$ cat src/rtl/score_tracker_pkg.sv
`default_nettype none
// ============================================================================
// Module      : score_tracker_pkg
// Description : Shared constants for the Scream-at-Snake score tracker:
//               state encoding, default scoring parameters, BCD digit width
//               and pending-counter sizing.
// Revision    : 1.0 - initial release
// ============================================================================
package score_tracker_pkg;

    // State encoding
    localparam int c_STATE_W = 2;
    typedef logic [c_STATE_W-1:0] state_t;

    localparam state_t c_ST_STOP = 2'd0;  // idle after reset
    localparam state_t c_ST_RUN  = 2'd1;  // accepting events
    localparam state_t c_ST_ADD  = 2'd2;  // applying pending points
    localparam state_t c_ST_OVER = 2'd3;  // frozen after a game

    // Scoring defaults
    localparam int c_MAX_SCORE_DEF   = 255;
    localparam int c_FOOD_POINTS_DEF = 1;

    // One BCD decade
    localparam int c_BCD_W = 4;

    // Pending-points accumulator
    localparam int c_PENDING_W   = 8;
    localparam int c_PENDING_MAX = 255;

endpackage : score_tracker_pkg
`default_nettype wire

$ cat src/rtl/score_tracker_bcd_digit_counter.sv
`default_nettype none
// ============================================================================
// Module      : bcd_digit_counter
// Description : Single BCD decade counter, 0..9 with wrap and carry-out.
//               Chained in ripple fashion to form a multi-digit counter.
// Ports       : clk      - system clock
//               resetn   - asynchronous active-low reset
//               i_clr    - synchronous clear (wins over increment)
//               i_en     - increment enable
//               i_carry  - carry-in from the lower decade (tie 1 for ones)
//               o_digit  - current BCD digit
//               o_carry  - carry-out: this digit wraps 9->0 on this edge
// Revision    : 1.0 - initial release
// ============================================================================
module bcd_digit_counter
    import score_tracker_pkg::*;
(
    input  logic               clk,
    input  logic               resetn,
    input  logic               i_clr,
    input  logic               i_en,
    input  logic               i_carry,
    output logic [c_BCD_W-1:0] o_digit,
    output logic               o_carry
);

    localparam logic [c_BCD_W-1:0] c_DIGIT_MAX = 4'd9;
    localparam logic [c_BCD_W-1:0] c_ONE       = 4'd1;

    logic [c_BCD_W-1:0] r_digit;
    logic               w_step;

    assign w_step = i_en & i_carry;

    always_ff @(posedge clk or negedge resetn) begin
        if (!resetn) begin
            r_digit <= '0;
        end else if (i_clr) begin
            r_digit <= '0;
        end else if (w_step) begin
            r_digit <= (r_digit == c_DIGIT_MAX) ? '0 : r_digit + c_ONE;
        end
    end

    assign o_digit = r_digit;
    assign o_carry = w_step & (r_digit == c_DIGIT_MAX);

endmodule : bcd_digit_counter
`default_nettype wire

$ cat src/rtl/score_tracker.sv
`default_nettype none
// ============================================================================
// Module      : score_tracker
// Description : Running score for Scream-at-Snake. Food and bonus pulses are
//               accumulated into a saturating pending counter and applied one
//               point per cycle, keeping a binary score and a three-digit BCD
//               copy in lockstep. Tracks game start/over and the session high
//               score.
// Ports       : clk, resetn           - clock, async active-low reset
//               game_start, game_over - one-cycle control pulses
//               food_eaten            - credits FOOD_POINTS
//               bonus_valid/bonus_amt - credits bonus_amt
//               score                 - binary score
//               score_hund/tens/ones  - BCD digits of score
//               high_score, new_high  - best score, last game beat it
//               busy, running         - in ADD, in RUN or ADD
// Revision    : 1.0 - initial release
// ============================================================================
module score_tracker
    import score_tracker_pkg::*;
#(
    parameter int SCORE_W     = 8,
    parameter int MAX_SCORE   = c_MAX_SCORE_DEF,
    parameter int FOOD_POINTS = c_FOOD_POINTS_DEF,
    parameter int BONUS_W     = 4
) (
    input  logic               clk,
    input  logic               resetn,
    input  logic               game_start,
    input  logic               game_over,
    input  logic               food_eaten,
    input  logic               bonus_valid,
    input  logic [BONUS_W-1:0] bonus_amt,
    output logic [SCORE_W-1:0] score,
    output logic [c_BCD_W-1:0] score_hund,
    output logic [c_BCD_W-1:0] score_tens,
    output logic [c_BCD_W-1:0] score_ones,
    output logic [SCORE_W-1:0] high_score,
    output logic               new_high,
    output logic               busy,
    output logic               running
);

    // Wide enough for pending + the largest single-cycle credit
    localparam int c_SUM_W = 10;

    state_t                   r_state;
    state_t                   w_state_nxt;
    logic [c_PENDING_W-1:0]   r_pending;
    logic [c_PENDING_W-1:0]   w_pending_nxt;
    logic [SCORE_W-1:0]       r_score;
    logic [SCORE_W-1:0]       r_high;
    logic [SCORE_W-1:0]       w_high_nxt;
    logic                     r_new_high;
    logic                     w_new_high_nxt;
    logic                     r_busy;
    logic                     r_running;

    logic                     w_clr;
    logic                     w_inc;
    logic                     w_active;
    logic                     w_at_max;
    logic                     w_last_inc;
    logic [c_SUM_W-1:0]       w_credit;
    logic [c_SUM_W-1:0]       w_sum;
    logic [c_PENDING_W-1:0]   w_pending_sat;
    logic [c_PENDING_W-1:0]   w_pending_dec;

    assign w_active   = (r_state == c_ST_RUN) || (r_state == c_ST_ADD);
    assign w_at_max   = (r_score == SCORE_W'(MAX_SCORE));
    assign w_last_inc = (r_score == SCORE_W'(MAX_SCORE - 1));

    assign w_credit = (food_eaten  ? c_SUM_W'(FOOD_POINTS) : '0)
                    + (bonus_valid ? c_SUM_W'(bonus_amt)   : '0);
    assign w_sum    = c_SUM_W'(r_pending) + w_credit;

    assign w_pending_sat = (w_sum > c_SUM_W'(c_PENDING_MAX))
                         ? c_PENDING_W'(c_PENDING_MAX)
                         : w_sum[c_PENDING_W-1:0];
    // Only used in ADD, where pending is at least 1, so this cannot wrap
    assign w_pending_dec = w_pending_sat - c_PENDING_W'(1);

    // ------------------------------------------------------------------
    // State register and datapath registers
    // ------------------------------------------------------------------
    always_ff @(posedge clk or negedge resetn) begin
        if (!resetn) begin
            r_state    <= c_ST_STOP;
            r_pending  <= '0;
            r_score    <= '0;
            r_high     <= '0;
            r_new_high <= 1'b0;
            r_busy     <= 1'b0;
            r_running  <= 1'b0;
        end else begin
            r_state    <= w_state_nxt;
            r_pending  <= w_pending_nxt;
            r_high     <= w_high_nxt;
            r_new_high <= w_new_high_nxt;
            r_busy     <= (w_state_nxt == c_ST_ADD);
            r_running  <= (w_state_nxt == c_ST_RUN) || (w_state_nxt == c_ST_ADD);
            if (w_clr) begin
                r_score <= '0;
            end else if (w_inc) begin
                r_score <= r_score + SCORE_W'(1);
            end
        end
    end

    // ------------------------------------------------------------------
    // Next-state / control
    // ------------------------------------------------------------------
    always_comb begin
        w_state_nxt    = r_state;
        w_pending_nxt  = r_pending;
        w_high_nxt     = r_high;
        w_new_high_nxt = r_new_high;
        w_clr          = 1'b0;
        w_inc          = 1'b0;

        if (game_start) begin
            w_clr          = 1'b1;
            w_pending_nxt  = '0;
            w_new_high_nxt = 1'b0;
            w_state_nxt    = c_ST_RUN;
        end else if (game_over && w_active) begin
            // Score is frozen on this edge; compare against its current value
            w_pending_nxt  = '0;
            w_state_nxt    = c_ST_OVER;
            w_new_high_nxt = (r_score > r_high);
            if (r_score > r_high) begin
                w_high_nxt = r_score;
            end
        end else begin
            case (r_state)
                c_ST_RUN: begin
                    if (w_at_max) begin
                        // Saturated: credit is discarded
                        w_pending_nxt = '0;
                    end else begin
                        w_pending_nxt = w_pending_sat;
                        if (w_pending_sat != '0) begin
                            w_state_nxt = c_ST_ADD;
                        end
                    end
                end
                c_ST_ADD: begin
                    if (w_at_max) begin
                        w_pending_nxt = '0;
                        w_state_nxt   = c_ST_RUN;
                    end else begin
                        w_inc = 1'b1;
                        // Reaching MAX_SCORE on this edge drops whatever is left
                        if (w_last_inc || (w_pending_dec == '0)) begin
                            w_pending_nxt = '0;
                            w_state_nxt   = c_ST_RUN;
                        end else begin
                            w_pending_nxt = w_pending_dec;
                        end
                    end
                end
                default: begin
                    // STOP and OVER ignore events
                end
            endcase
        end
    end

    // ------------------------------------------------------------------
    // BCD copy of the score: ones -> tens -> hundreds ripple chain
    // ------------------------------------------------------------------
    logic [c_BCD_W-1:0] w_digit [3];
    logic [3:0]         w_carry;

    assign w_carry[0] = 1'b1;

    generate
        for (genvar gi = 0; gi < 3; gi++) begin : g_digit
            bcd_digit_counter u_digit (
                .clk     (clk),
                .resetn  (resetn),
                .i_clr   (w_clr),
                .i_en    (w_inc),
                .i_carry (w_carry[gi]),
                .o_digit (w_digit[gi]),
                .o_carry (w_carry[gi+1])
            );
        end
    endgenerate

    assign score      = r_score;
    assign score_ones = w_digit[0];
    assign score_tens = w_digit[1];
    assign score_hund = w_digit[2];
    assign high_score = r_high;
    assign new_high   = r_new_high;
    assign busy       = r_busy;
    assign running    = r_running;

endmodule : score_tracker
`default_nettype wire

$ cat config.mk
export PLATFORM = sky130hd
export DESIGN_NAME = score_tracker
export DESIGN_NICKNAME = d
export VERILOG_FILES = /design/src/rtl/score_tracker_pkg.sv /design/src/rtl/score_tracker_bcd_digit_counter.sv /design/src/rtl/score_tracker.sv
export SDC_FILE = /design/constraint.sdc
export NUM_CORES = 1
export LEC_CHECK = 0
export ABC_CLOCK_PERIOD_IN_PS = 3900
export CAP_MARGIN = 25
export CORE_MARGIN = 4
export CORE_UTILIZATION = 50
export DETAILED_ROUTE_END_ITERATION = 10
export PLACE_DENSITY = 0.74
export SLEW_MARGIN = 20
export SYNTH_ARGS = -nofsm -noshare
export SYNTH_HDL_FRONTEND = slang
export SYNTH_HIERARCHICAL = 1
export SYNTH_SLANG_ARGS = --single-unit
$ cat constraint.sdc
create_clock -name clk -period 3.9 [get_ports clk]
set_clock_uncertainty 0.2 [all_clocks]
set_input_delay 0.78 -clock clk [delete_from_list [all_inputs] [get_ports clk]]
set_output_delay 0.78 -clock clk [all_outputs]
set_load 0.01 [all_outputs]
==> results.toml <==
[die]
die_area_mm2 = 0.00708
die-width_um = 84.1
io_pins = 41
overall_die_height_um = 84.1
std_cell_rows = 27
core-area_mm2 = 0.00557
initial_core_util_pct = 52.0

[worst_setup_path]
cp.arrival_ns = 3.77
worstReg2RegStart = "r_pending[0]"
cpMostUsedCell = "sky130_fd_sc_hd__fa_2"
critPathMaxFanout = 3
worst_setup_path_end_kind = "flop"
r2r_setup_slack_ns = 0.48
path_cells = "dlymetal6s2s_1 -> and2_4 -> fa_2 -> inv_2 -> fa_2 -> nand2b_4 -> a21o_1 -> nor2_4 -> nor2b_2 -> ha_2 -> nand2_2 -> o21bai_4 -> mux2_4 -> nand4_1 -> o21ai_2 -> o211ai_1 -> ha_1 -> inv_1"
worstSetupPathType = "primary input to flop"
worst_setup_path_start_kind = "primary input"
slowest_delay_ns = 0.39
worst_ep_required_time_ns = 3.89
crit-reg2reg-capture = "running"
worstRegToRegCells = 16
crit_slowest_cell = "sky130_fd_sc_hd__fa_2"

[detailed_routing]
post_detailed_route_count_of_antenna_violating_nets = 0
vias = 2632
drtPass1Iterations = 5
detail_route.wirelength.met1_mm = 3.27
initialDrtViolationCount = 143
topRoutingLayerUsed = "met4"
routed_wirelength_mm = 6.91
wire_per_inst_um = 14.8
met2_wirelength_mm = 3.28
route.detailed.vias_per_inst = 5.64
met3_length_um = 273
drc = 0

[power]
power.density_cell_area_mw_per_mm2 = 450
total_leakage_power_nw = 1.67
vdd_ir_drop_max_mv = 0.256

[global_route]
global_route_wire_length_before_repair_mm = 11.7
grt_overflow_total = 0
grt_pass1_vias = 2512
track_usage_pct = 19.8
pin_count_of_the_biggest_net_entering_global_routing = 42
grt_antenna_before_repair = 0

[clock_network]
clock_tree_from_tritoncts = "built"
tritoncts.num_buffers = 5
cts_hold_repair.buffers = 0
root_buffer = "sky130_fd_sc_hd__clkbuf_8"
cts.htree.levels = 2
cts_buffer_depth = 2
cts.clk_slew.worst_paths_ns = 0.08
clk_latency_ns = 0.29
cts_sinks = 41

[finish]
synthToLayoutAreaGrowth_pct = 30.4
ff_latch_area_mm2 = 0.00103
final_net_count = 430
mostFrequentLayoutCells = "sky130_fd_sc_hd__dfrtp_1, sky130_fd_sc_hd__clkdlybuf4s50_1, sky130_fd_sc_hd__buf_4, sky130_fd_sc_hd__inv_1, sky130_fd_sc_hd__ha_1"
finalNonFillerCells = 467
utilization_pct = 67.8
post_route_cells_drive_above_1_share_pct = 21.3
fill_count = 448
multi_input_comb_area_mm2 = 0.00182
most_common_library_cell_in_the_layout_ignoring_fill_and_taps = "sky130_fd_sc_hd__dfrtp_1"
ant_cells = 0
finalInstanceArea_mm2 = 0.00378

[placement]
numPlacedInstances = 453
buffer_ports.inserted = 40
instance_area_at_placement_mm2 = 0.00356
place.gp.congestion = 0.887
place.detailed.hpwl_mm = 5.10

[sta]
finalHoldWorstSlack_ns = 0.173
setup_viol_count_final = 0
worstMarginPinSlew_ns = 0.550
timing.final.hold_violations = 0
final_min_period_over_clock_period_pct = 96.8
timing.slew.headroom_pct = 63.1
fin_crit_ns = 3.78
max_clock_freq_mhz = 265
finalMaxSlewViolations = 0

[run]
timing.max_cap.violations = 0

[yosys]
ys.warnings.count = 6
syn-mean-instance-area_um2 = 9.06
netlist_instances = 320
mappedNetlistArea_mm2 = 0.00290

[hold_path]
min_path_type = "primary input to async pin"

[outcome]
status = "complete, no violations"
==> where the power goes <==
group / switching, W / internal, W / total [W]
sequential: 0.0000511 / 0.000477 / 0.000528
combinational: 0.000447 / 0.000419 / 0.000866
clock: 0.000144 / 0.000160 / 0.000304
==> critical path, delay by kind of cell <==
kind | cells | cell delay, ns
adder cells (fa/ha/maj) | 4 | 1.09
AND/OR/NAND/NOR | 6 | 0.73
AO/OA/AOI/OAI | 4 | 0.71
multiplexers | 1 | 0.23
buffers and inverters | 3 | 0.22
==> worst max path at each step <==
stage            startpoint  endpoint  slack [ns]  cells after the start
6_report       bonus_amt[0]   running        0.12                     18
5_1_grt        bonus_amt[0]   running     -0.0004                     18
4_1_cts        bonus_amt[0]   running       0.003                     18
3_5_place_dp    bonus_valid   running       -0.57                     18
3_3_place_gp    bonus_valid   running       -0.39                     18
2_1_floorplan  bonus_amt[0]   running       0.003                     17
==> metal layers <==
metal | GRT usage (%) | vias up
li1 | - | 1296
met1 | 27.5 | 1267
met2 | 31.4 | 60
met3 | 3.43 | 9
met4 | 6.29 | 0
met5 | 0 | -
==> per-stage QoR <==
stage	total power (W)	setup WS, ns	setup TNS, ns
after floorplan	0.00102	0.00258	0
after global placement	0.00130	-0.395	-1.49
after detailed placement	0.00132	-0.572	-2.52
after CTS	0.00169	0.00252	0
after global routing	0.00181	-0.000415	-0.000415
final	0.00170	0.123	0
==> area by class of cell <==
| class | count | area share [%] |
|---|---|---|
| Clock inverter | 1 | 0.132 |
| Tap cell | 72 | 2.38 |
| Sequential cell | 41 | 27.2 |
| Clock buffer | 7 | 2.55 |
| Inverter | 24 | 2.38 |
| Timing Repair Buffer | 72 | 17.2 |
| Multi-Input combinational cell | 250 | 48.2 |
==> what timing repair did <==
item / 4_1_cts / 5_1_grt
buffers inserted: 4 / 1
endpoints found under the setup margin: 4 / 4
hold endpoints to repair: 0 / 0
pin swaps: 8 / 10
gates resized for setup: 15 / 7
==> flip-flops by register name (all words and copies together), names as in the netlist <==
signal and flops:
new_high 1, r_state 2, busy 1, score 8
r_pending 8, high_score 8, g_digit.u_digit/o_digit 12, running 1
Power figures use the tool's default switching activity.
